File: src/rtl/var_delay_ctrl_if.sv
// Stream, configuration and status signals of var_delay_ctrl.
// VAR_DELAY_CNT_EN adds the o_acc_cnt accepted-sample counter.
interface var_delay_ctrl_if #(
  parameter int DATA_WIDTH = 16,
  parameter int DLY_WIDTH  = 7
);
  logic                  i_valid;
  logic [DATA_WIDTH-1:0] i_x0;
  logic                  o_ready;
  logic                  o_valid;
  logic [DATA_WIDTH-1:0] o_y0;
  logic                  i_cfg_req;
  logic [DLY_WIDTH-1:0]  i_cfg_delay;
  logic                  o_cfg_ack;
  logic                  o_cfg_err;
  logic [DLY_WIDTH-1:0]  o_delay;
`ifdef VAR_DELAY_CNT_EN
  logic [31:0]           o_acc_cnt;

  modport master (
    output i_valid, i_x0, i_cfg_req, i_cfg_delay,
    input  o_ready, o_valid, o_y0, o_cfg_ack, o_cfg_err, o_delay, o_acc_cnt
  );

  modport slave (
    input  i_valid, i_x0, i_cfg_req, i_cfg_delay,
    output o_ready, o_valid, o_y0, o_cfg_ack, o_cfg_err, o_delay, o_acc_cnt
  );
`else
  modport master (
    output i_valid, i_x0, i_cfg_req, i_cfg_delay,
    input  o_ready, o_valid, o_y0, o_cfg_ack, o_cfg_err, o_delay
  );

  modport slave (
    input  i_valid, i_x0, i_cfg_req, i_cfg_delay,
    output o_ready, o_valid, o_y0, o_cfg_ack, o_cfg_err, o_delay
  );
`endif
endinterface

File: src/rtl/var_delay_ctrl.sv
// Runtime-programmable sample delay built on a MAX_DEPTH-entry circular
// buffer. Every (re)configuration and every reset zero-fills the buffer so
// the output starts with D zeros, like a fixed shift-register delay.
// Optional feature macro: VAR_DELAY_CNT_EN (accepted-sample counter).
module var_delay_ctrl #(
  parameter int MAX_DEPTH     = 64,
  parameter int DATA_WIDTH    = 16,
  parameter int DLY_WIDTH     = $clog2(MAX_DEPTH + 1),
  parameter int DEFAULT_DELAY = 2
) (
  input  logic clk,
  input  logic rst,
  var_delay_ctrl_if.slave bus
);

  localparam int PTR_W = $clog2(MAX_DEPTH);
  localparam int SUM_W = DLY_WIDTH + 1;
  localparam logic [PTR_W-1:0]     LAST_IDX = PTR_W'(MAX_DEPTH - 1);
  localparam logic [DLY_WIDTH-1:0] MAX_D    = DLY_WIDTH'(MAX_DEPTH);
  localparam logic [DLY_WIDTH-1:0] DEF_D    = DLY_WIDTH'(DEFAULT_DELAY);

  typedef enum logic {CLEAR, RUN} state_t;

  state_t                state_q, state_d;
  logic [PTR_W-1:0]      clr_cnt_q, clr_cnt_d;
  logic [PTR_W-1:0]      wr_ptr_q, wr_ptr_d;
  logic [DLY_WIDTH-1:0]  delay_q, delay_d;
  logic [DLY_WIDTH-1:0]  pend_q, pend_d;
  logic                  ack_due_q, ack_due_d;
  logic                  ready_q, ready_d;
  logic                  valid_q, valid_d;
  logic [DATA_WIDTH-1:0] y_q, y_d;
  logic                  ack_q, ack_d;
  logic                  err_q, err_d;
`ifdef VAR_DELAY_CNT_EN
  logic [31:0]           acc_cnt_q, acc_cnt_d;
`endif

  logic [DATA_WIDTH-1:0] mem [MAX_DEPTH];
  logic                  mem_we;
  logic [PTR_W-1:0]      mem_waddr;
  logic [DATA_WIDTH-1:0] mem_wdata;
  logic [SUM_W-1:0]      rd_wide;
  logic [PTR_W-1:0]      rd_idx;

  // Read index trails the write pointer by D entries, modulo MAX_DEPTH
  always_comb begin
    rd_wide = SUM_W'(wr_ptr_q) + SUM_W'(MAX_D) - SUM_W'(delay_q);
    if (rd_wide >= SUM_W'(MAX_D)) begin
      rd_wide = rd_wide - SUM_W'(MAX_D);
    end
    rd_idx = PTR_W'(rd_wide);
  end

  // Controller next-state: zero-fill sequence, sample path and config handshake
  always_comb begin
    state_d   = state_q;
    clr_cnt_d = clr_cnt_q;
    wr_ptr_d  = wr_ptr_q;
    delay_d   = delay_q;
    pend_d    = pend_q;
    ack_due_d = ack_due_q;
    ready_d   = ready_q;
    valid_d   = 1'b0;
    y_d       = y_q;
    ack_d     = 1'b0;
    err_d     = 1'b0;
    mem_we    = 1'b0;
    mem_waddr = wr_ptr_q;
    mem_wdata = bus.i_x0;
`ifdef VAR_DELAY_CNT_EN
    acc_cnt_d = acc_cnt_q;
`endif
    case (state_q)
      CLEAR: begin
        mem_we    = 1'b1;
        mem_waddr = clr_cnt_q;
        mem_wdata = '0;
        if (clr_cnt_q == LAST_IDX) begin
          clr_cnt_d = '0;
          wr_ptr_d  = '0;
          delay_d   = pend_q;
          state_d   = RUN;
          ready_d   = 1'b1;
          ack_d     = ack_due_q;
          ack_due_d = 1'b0;
        end else begin
          clr_cnt_d = clr_cnt_q + 1'b1;
        end
      end
      RUN: begin
        if (bus.i_valid) begin
          mem_we   = 1'b1;
          wr_ptr_d = (wr_ptr_q == LAST_IDX) ? '0 : wr_ptr_q + 1'b1;
          valid_d  = 1'b1;
          y_d      = (delay_q == '0) ? bus.i_x0 : mem[rd_idx];
`ifdef VAR_DELAY_CNT_EN
          if (acc_cnt_q != 32'hFFFF_FFFF) begin
            acc_cnt_d = acc_cnt_q + 32'd1;
          end
`endif
        end
        if (bus.i_cfg_req && !ack_q) begin
          if (bus.i_cfg_delay > MAX_D) begin
            ack_d = 1'b1;
            err_d = 1'b1;
          end else begin
            pend_d    = bus.i_cfg_delay;
            state_d   = CLEAR;
            ready_d   = 1'b0;
            ack_due_d = 1'b1;
            clr_cnt_d = '0;
`ifdef VAR_DELAY_CNT_EN
            acc_cnt_d = '0;
`endif
          end
        end
      end
      default: begin
        state_d = CLEAR;
        ready_d = 1'b0;
      end
    endcase
  end

  // Register all controller state and the registered outputs
  always_ff @(posedge clk or posedge rst) begin
    if (rst) begin
      state_q   <= CLEAR;
      clr_cnt_q <= '0;
      wr_ptr_q  <= '0;
      delay_q   <= DEF_D;
      pend_q    <= DEF_D;
      ack_due_q <= 1'b0;
      ready_q   <= 1'b0;
      valid_q   <= 1'b0;
      y_q       <= '0;
      ack_q     <= 1'b0;
      err_q     <= 1'b0;
`ifdef VAR_DELAY_CNT_EN
      acc_cnt_q <= '0;
`endif
    end else begin
      state_q   <= state_d;
      clr_cnt_q <= clr_cnt_d;
      wr_ptr_q  <= wr_ptr_d;
      delay_q   <= delay_d;
      pend_q    <= pend_d;
      ack_due_q <= ack_due_d;
      ready_q   <= ready_d;
      valid_q   <= valid_d;
      y_q       <= y_d;
      ack_q     <= ack_d;
      err_q     <= err_d;
`ifdef VAR_DELAY_CNT_EN
      acc_cnt_q <= acc_cnt_d;
`endif
    end
  end

  // Buffer storage; the read above sees the old contents (read-before-write)
  always_ff @(posedge clk) begin
    if (mem_we) begin
      mem[mem_waddr] <= mem_wdata;
    end
  end

  assign bus.o_ready   = ready_q;
  assign bus.o_valid   = valid_q;
  assign bus.o_y0      = y_q;
  assign bus.o_cfg_ack = ack_q;
  assign bus.o_cfg_err = err_q;
  assign bus.o_delay   = delay_q;
`ifdef VAR_DELAY_CNT_EN
  assign bus.o_acc_cnt = acc_cnt_q;
`endif

endmodule

File: src/flat_wrapper.sv
// flat-port wrapper written by rule: the top's interface ports become plain ports
module var_delay_ctrl_flat 
#(
  parameter int MAX_DEPTH     = 64,
  parameter int DATA_WIDTH    = 16,
  parameter int DLY_WIDTH     = $clog2(MAX_DEPTH + 1),
  parameter int DEFAULT_DELAY = 2
)
  (clk, rst, bus_i_valid, bus_i_x0, bus_i_cfg_req, bus_i_cfg_delay, bus_o_ready, bus_o_valid, bus_o_y0, bus_o_cfg_ack, bus_o_cfg_err, bus_o_delay);
  var_delay_ctrl_if #(.DATA_WIDTH(DATA_WIDTH), .DLY_WIDTH(DLY_WIDTH)) bus_i ();
  input  logic clk;
  input  logic rst;
  input wire logic [$bits(bus_i.i_valid)-1:0] bus_i_valid;
  input wire logic [$bits(bus_i.i_x0)-1:0] bus_i_x0;
  input wire logic [$bits(bus_i.i_cfg_req)-1:0] bus_i_cfg_req;
  input wire logic [$bits(bus_i.i_cfg_delay)-1:0] bus_i_cfg_delay;
  output wire logic [$bits(bus_i.o_ready)-1:0] bus_o_ready;
  output wire logic [$bits(bus_i.o_valid)-1:0] bus_o_valid;
  output wire logic [$bits(bus_i.o_y0)-1:0] bus_o_y0;
  output wire logic [$bits(bus_i.o_cfg_ack)-1:0] bus_o_cfg_ack;
  output wire logic [$bits(bus_i.o_cfg_err)-1:0] bus_o_cfg_err;
  output wire logic [$bits(bus_i.o_delay)-1:0] bus_o_delay;
  assign bus_i.i_valid = bus_i_valid;
  assign bus_i.i_x0 = bus_i_x0;
  assign bus_i.i_cfg_req = bus_i_cfg_req;
  assign bus_i.i_cfg_delay = bus_i_cfg_delay;
  assign bus_o_ready = bus_i.o_ready;
  assign bus_o_valid = bus_i.o_valid;
  assign bus_o_y0 = bus_i.o_y0;
  assign bus_o_cfg_ack = bus_i.o_cfg_ack;
  assign bus_o_cfg_err = bus_i.o_cfg_err;
  assign bus_o_delay = bus_i.o_delay;
  var_delay_ctrl #(.MAX_DEPTH(MAX_DEPTH), .DATA_WIDTH(DATA_WIDTH), .DLY_WIDTH(DLY_WIDTH), .DEFAULT_DELAY(DEFAULT_DELAY)) u_core (.clk(clk), .rst(rst), .bus(bus_i));
endmodule
File: config.mk
export PLATFORM = sky130hd
export DESIGN_NAME = var_delay_ctrl_flat
export DESIGN_NICKNAME = d
export VERILOG_FILES = /design/src/rtl/var_delay_ctrl_if.sv /design/src/rtl/var_delay_ctrl.sv /design/src/flat_wrapper.sv
export SDC_FILE = /design/constraint.sdc
export NUM_CORES = 1
export LEC_CHECK = 0
export ABC_AREA = 0
export BUFFER_PORTS_ARGS = -buffer_cell sky130_fd_sc_hd__buf_2
export CAP_MARGIN = 20
export CORE_UTILIZATION = 50
export CTS_BUF_LIST = sky130_fd_sc_hd__clkbuf_4
export DETAILED_ROUTE_END_ITERATION = 7
export GPL_ROUTABILITY_DRIVEN = 0
export HOLD_SLACK_MARGIN = 0.03
export PLACE_DENSITY = 0.7
export SLEW_MARGIN = 40
export SYNTH_ARGS = -nofsm -noshare
export SYNTH_HDL_FRONTEND = slang
export SYNTH_SLANG_ARGS = --single-unit
File: constraint.sdc
create_clock -name clk -period 8.1 [get_ports clk]
set_input_delay 0.81 -clock clk [delete_from_list [all_inputs] [get_ports clk]]
set_output_delay 0.81 -clock clk [all_outputs]
set_load 0.05 [all_outputs]
==> results_dict.tcl <==
set metrics [dict create \
    swShare_pct 32.5 \
    dieArea_sq_mm 0.0852 \
    worstSkewPairLatency_ps 1120 \
    drt_iter0_drc 2653 \
    numClockSinks 1072 \
    cts_buffers 281 \
    post-route-min-period_ps 4160 \
    drive_above_1_share_pct 34.6 \
    arrival_ps 5090 \
    cts_resized 0 \
    synth_top_area_share_pct 73.2 \
    synth-main-ff-cell "edfxtp_1" \
    setup_viol 0 \
    tns_ps 0 \
    h-tree-depth 5 \
    switching_power_w 0.00519 \
    rsz0062_at_grt "false" \
    dieHeight_um 292 \
    min_to "u_core.bus.o_y0[4]" \
    relSlewSlack_pct 44.1 \
    grt_start_max_net_pins 116 \
    post-place-cells 3170 \
    ys_seq_area_share_pct 76.1 \
    drc 0 \
    synth_cell_type_count 58 \
    grt.total_usage_pct 24.0 \
    fmax_mhz 240 \
    peakVddDrop_mv 0.434 \
    grt_overflow_total 0 \
    startpoint_type "register" \
    firstDrtPassIters 7 \
    slew_viol_final 0 \
    wirelength_um 100000 \
    end_kind "register" \
    r2r_start "u_core.wr_ptr_q[0]" \
    crit_type "register to register" \
    final_antenna_net_count 0 \
    hold_viol 0 \
    avgSynthCellArea_sq_um 20.3 \
    syn_nets 2100 \
    nets 2427 \
    hold_slack_ps 159 \
    cap_violations 0 \
    synth.area.top_cells "edfxtp_1 73%, mux4_2 15%, dfrtp_1 2.7%" \
    area_growth_pct 12.9 \
    fillers 6016 \
    status "finished clean" \
    post-cts-setup-buffers 0 \
    worstReg2RegEnd "u_core.bus.o_y0[13]" \
    routedWlPerCell_um 27.5 \
    vias_per_cell 6.11 \
    mostFrequentLayoutCells "1024 x edfxtp_1, 388 x clkbuf_4, 274 x mux4_2" \
    yosys.area.top_type "edfxtp_1" \
    power.leakage_nw 16.0 \
    start_util_pct 50.8 \
    clkPwrFrac_pct 27.2 \
    cp_data_required_time_ps 9020 \
    antenna_found_initial 3 \
    rrSetupSlack_ps 3940 \
    p_per_area_mw_per_mm2 337 \
    coreArea_sq_mm 0.0826 \
    ys_warn_count 0 \
    syn_area_sq_mm 0.0420 \
    num_io_pins 54 \
    clk_path_buf_depth 4 \
    root_buffer "clkbuf_4" \
    combPwrFrac_pct 30.5 \
    p_seq_share_pct 42.3 \
    worst_slew_pin_slew_ps 818 \
    final_common_cell "edfxtp_1" \
    die_w_um 292 \
    placementRows 105 \
    cts_tree "yes" \
    hold_class "input port to register" \
    power.internal_w 0.0108 \
    grt_pass1_vias 22800 \
    synthArstFlopShare_pct 4.48 \
    cp_max_fo 115 \
    path_clk_slew_ps 70 \
    r2r_cells 10 \
    skew_ps 114 \
    dp_hpwl_um 55900 \
    fin_cells 3636 \
    holdPathStages 3 \
    vias 22200 \
    synth_edf_count 1024 \
    netlist_instances 2065 \
    finalCritPeriodShare_pct 51.4 \
    portBuffers 53 \
    ys_ff_latch 1072 \
    min-delay-start "bus_i_x0[4]" \
    grt_pass1_wl_um 147000 \
]
==> how the worst max path moves through the flow <==
| stage | from | endpoint | slack [ps] | cells after the start |
|---|---|---|---|---|
| 4_1_cts | u_core.wr_ptr_q[0] | u_core.bus.o_y0[10] | 3860 | 11 |
| 2_1_floorplan | u_core.bus.o_delay[0] | u_core.bus.o_y0[5] | 4780 | 9 |
| 3_3_place_gp | u_core.wr_ptr_q[0] | u_core.bus.o_y0[7] | 2770 | 9 |
| 5_1_grt | u_core.wr_ptr_q[0] | u_core.bus.o_y0[13] | 3710 | 9 |
| 3_5_place_dp | u_core.wr_ptr_q[0] | u_core.bus.o_y0[10] | 3860 | 11 |
| 6_report | u_core.wr_ptr_q[0] | u_core.bus.o_y0[13] | 3940 | 10 |
==> logic make-up (layout without fill, tap and decap cells) <==
| group | count (synthesis) | in the layout | synth area share (%) |
|---|---|---|---|
| AND/OR/NAND/NOR | 413 | 413 | 4.23 |
| multiplexers | 300 | 300 | 15.4 |
| AO/OA/AOI/OAI | 143 | 143 | 2.21 |
| other | 0 | 4 | 0 |
| buffers and inverters | 118 | 615 | 1.57 |
| adder cells (fa/ha/maj) | 8 | 8 | 0.256 |
| flip-flops | 1072 | 1072 | 76.1 |
| XOR/XNOR | 11 | 11 | 0.265 |
==> cells in the mapped netlist (2+ instances only) <==
| master | n |
|---|---|
| clkbuf_1 | 38 |
| nand3b_1 | 5 |
| buf_6 | 13 |
| and3_1 | 13 |
| a21oi_1 | 30 |
| a2111oi_0 | 13 |
| mux4_2 | 274 |
| mux4_1 | 2 |
| o221ai_1 | 4 |
| ha_1 | 7 |
| o21ai_0 | 48 |
| or3_1 | 11 |
| edfxtp_1 | 1024 |
| mux2_2 | 7 |
| o31ai_1 | 5 |
| nor2_1 | 91 |
| buf_2 | 31 |
| buf_1 | 3 |
| nand2b_1 | 5 |
| nor3_1 | 35 |
| a311oi_1 | 16 |
| nor2b_1 | 4 |
| and2_1 | 18 |
| nand3_1 | 18 |
| o211ai_1 | 7 |
| xnor2_1 | 4 |
| mux2i_1 | 16 |
| xor2_1 | 5 |
| a31oi_1 | 5 |
| dfstp_2 | 2 |
| nor4_1 | 2 |
| nand2_1 | 207 |
| dfrtp_1 | 46 |
| inv_1 | 12 |
| buf_4 | 21 |
==> sequential cells by signal (all words and copies together), names as in the netlist <==
name,flops
u_core.mem,1024
u_core.bus.o_y0,16
u_core.bus.o_delay,7
u_core.pend_q,7
u_core.clr_cnt_q,6
u_core.wr_ptr_q,6
u_core.ack_due_q,1
u_core.bus.o_cfg_ack,1
u_core.bus.o_cfg_err,1
u_core.bus.o_ready,1
u_core.bus.o_valid,1
u_core.state_q,1
==> power groups by stage <==
stage	logic, W	clock network [W]	registers, W
6_report	0.00486	0.00434	0.00675
2_1_floorplan	0.00319	0	0.00695
4_1_cts	0.00487	0.00444	0.00675
5_1_grt	0.00513	0.00473	0.00678
3_5_place_dp	0.00485	0	0.00687
3_3_place_gp	0.00468	0	0.00685
==> metrics by stage <==
stage	setup slack (ps)	area, sq um	total power [W]	util (%)
6_report	3940	47400	0.0160	57.4
5_1_grt	3710	47400	0.0166	57.4
4_1_cts	3860	47400	0.0161	57.3
3_5_place_dp	3860	44000	0.0117	53.3
3_3_place_gp	2770	43800	0.0115	53.0
2_1_floorplan	4780	42000	0.0101	-
==> repair_timing <==
action / 4_1_cts / 5_1_grt
hold buffers: 9 / 0
endpoints found under the setup margin: 0 / 0
endpoints found under the hold margin: 55 / 0
==> layout make-up <==
cell class / count / area [sq um] / share of cell area, %
multi-input combinational: 875 / 9690 / 20.4
antenna: 4 / 10.0 / 0.0211
clock buffer: 388 / 2910 / 6.14
timing repair buffer: 150 / 1110 / 2.35
inverter: 12 / 47.5 / 0.100
clock inverter: 65 / 344 / 0.726
sequential: 1072 / 32000 / 67.4
tap: 1070 / 1340 / 2.82
==> routing by layer <==
metal / track usage (%) / part of all wire [%] / up-vias
met5: 0 / 0 / -
met1: 33.8 / 39 / 11500
met2: 36.1 / 47 / 1280
li1: - / - / 9264
met3: 6.69 / 11 / 163
met4: 8.49 / 2.8 / 0
==> worst max-delay path, stage by stage (launching register included) <==
cell       delay [ps]
dfrtp_1           440
inv_1             120
ha_4              180
fa_4              860
buf_12            470
mux4_2            420
nand2_1            80
and3_1            180
a311oi_2           90
a2111oi_0         820
o21ai_0           160
Power figures use the tool's default switching activity.
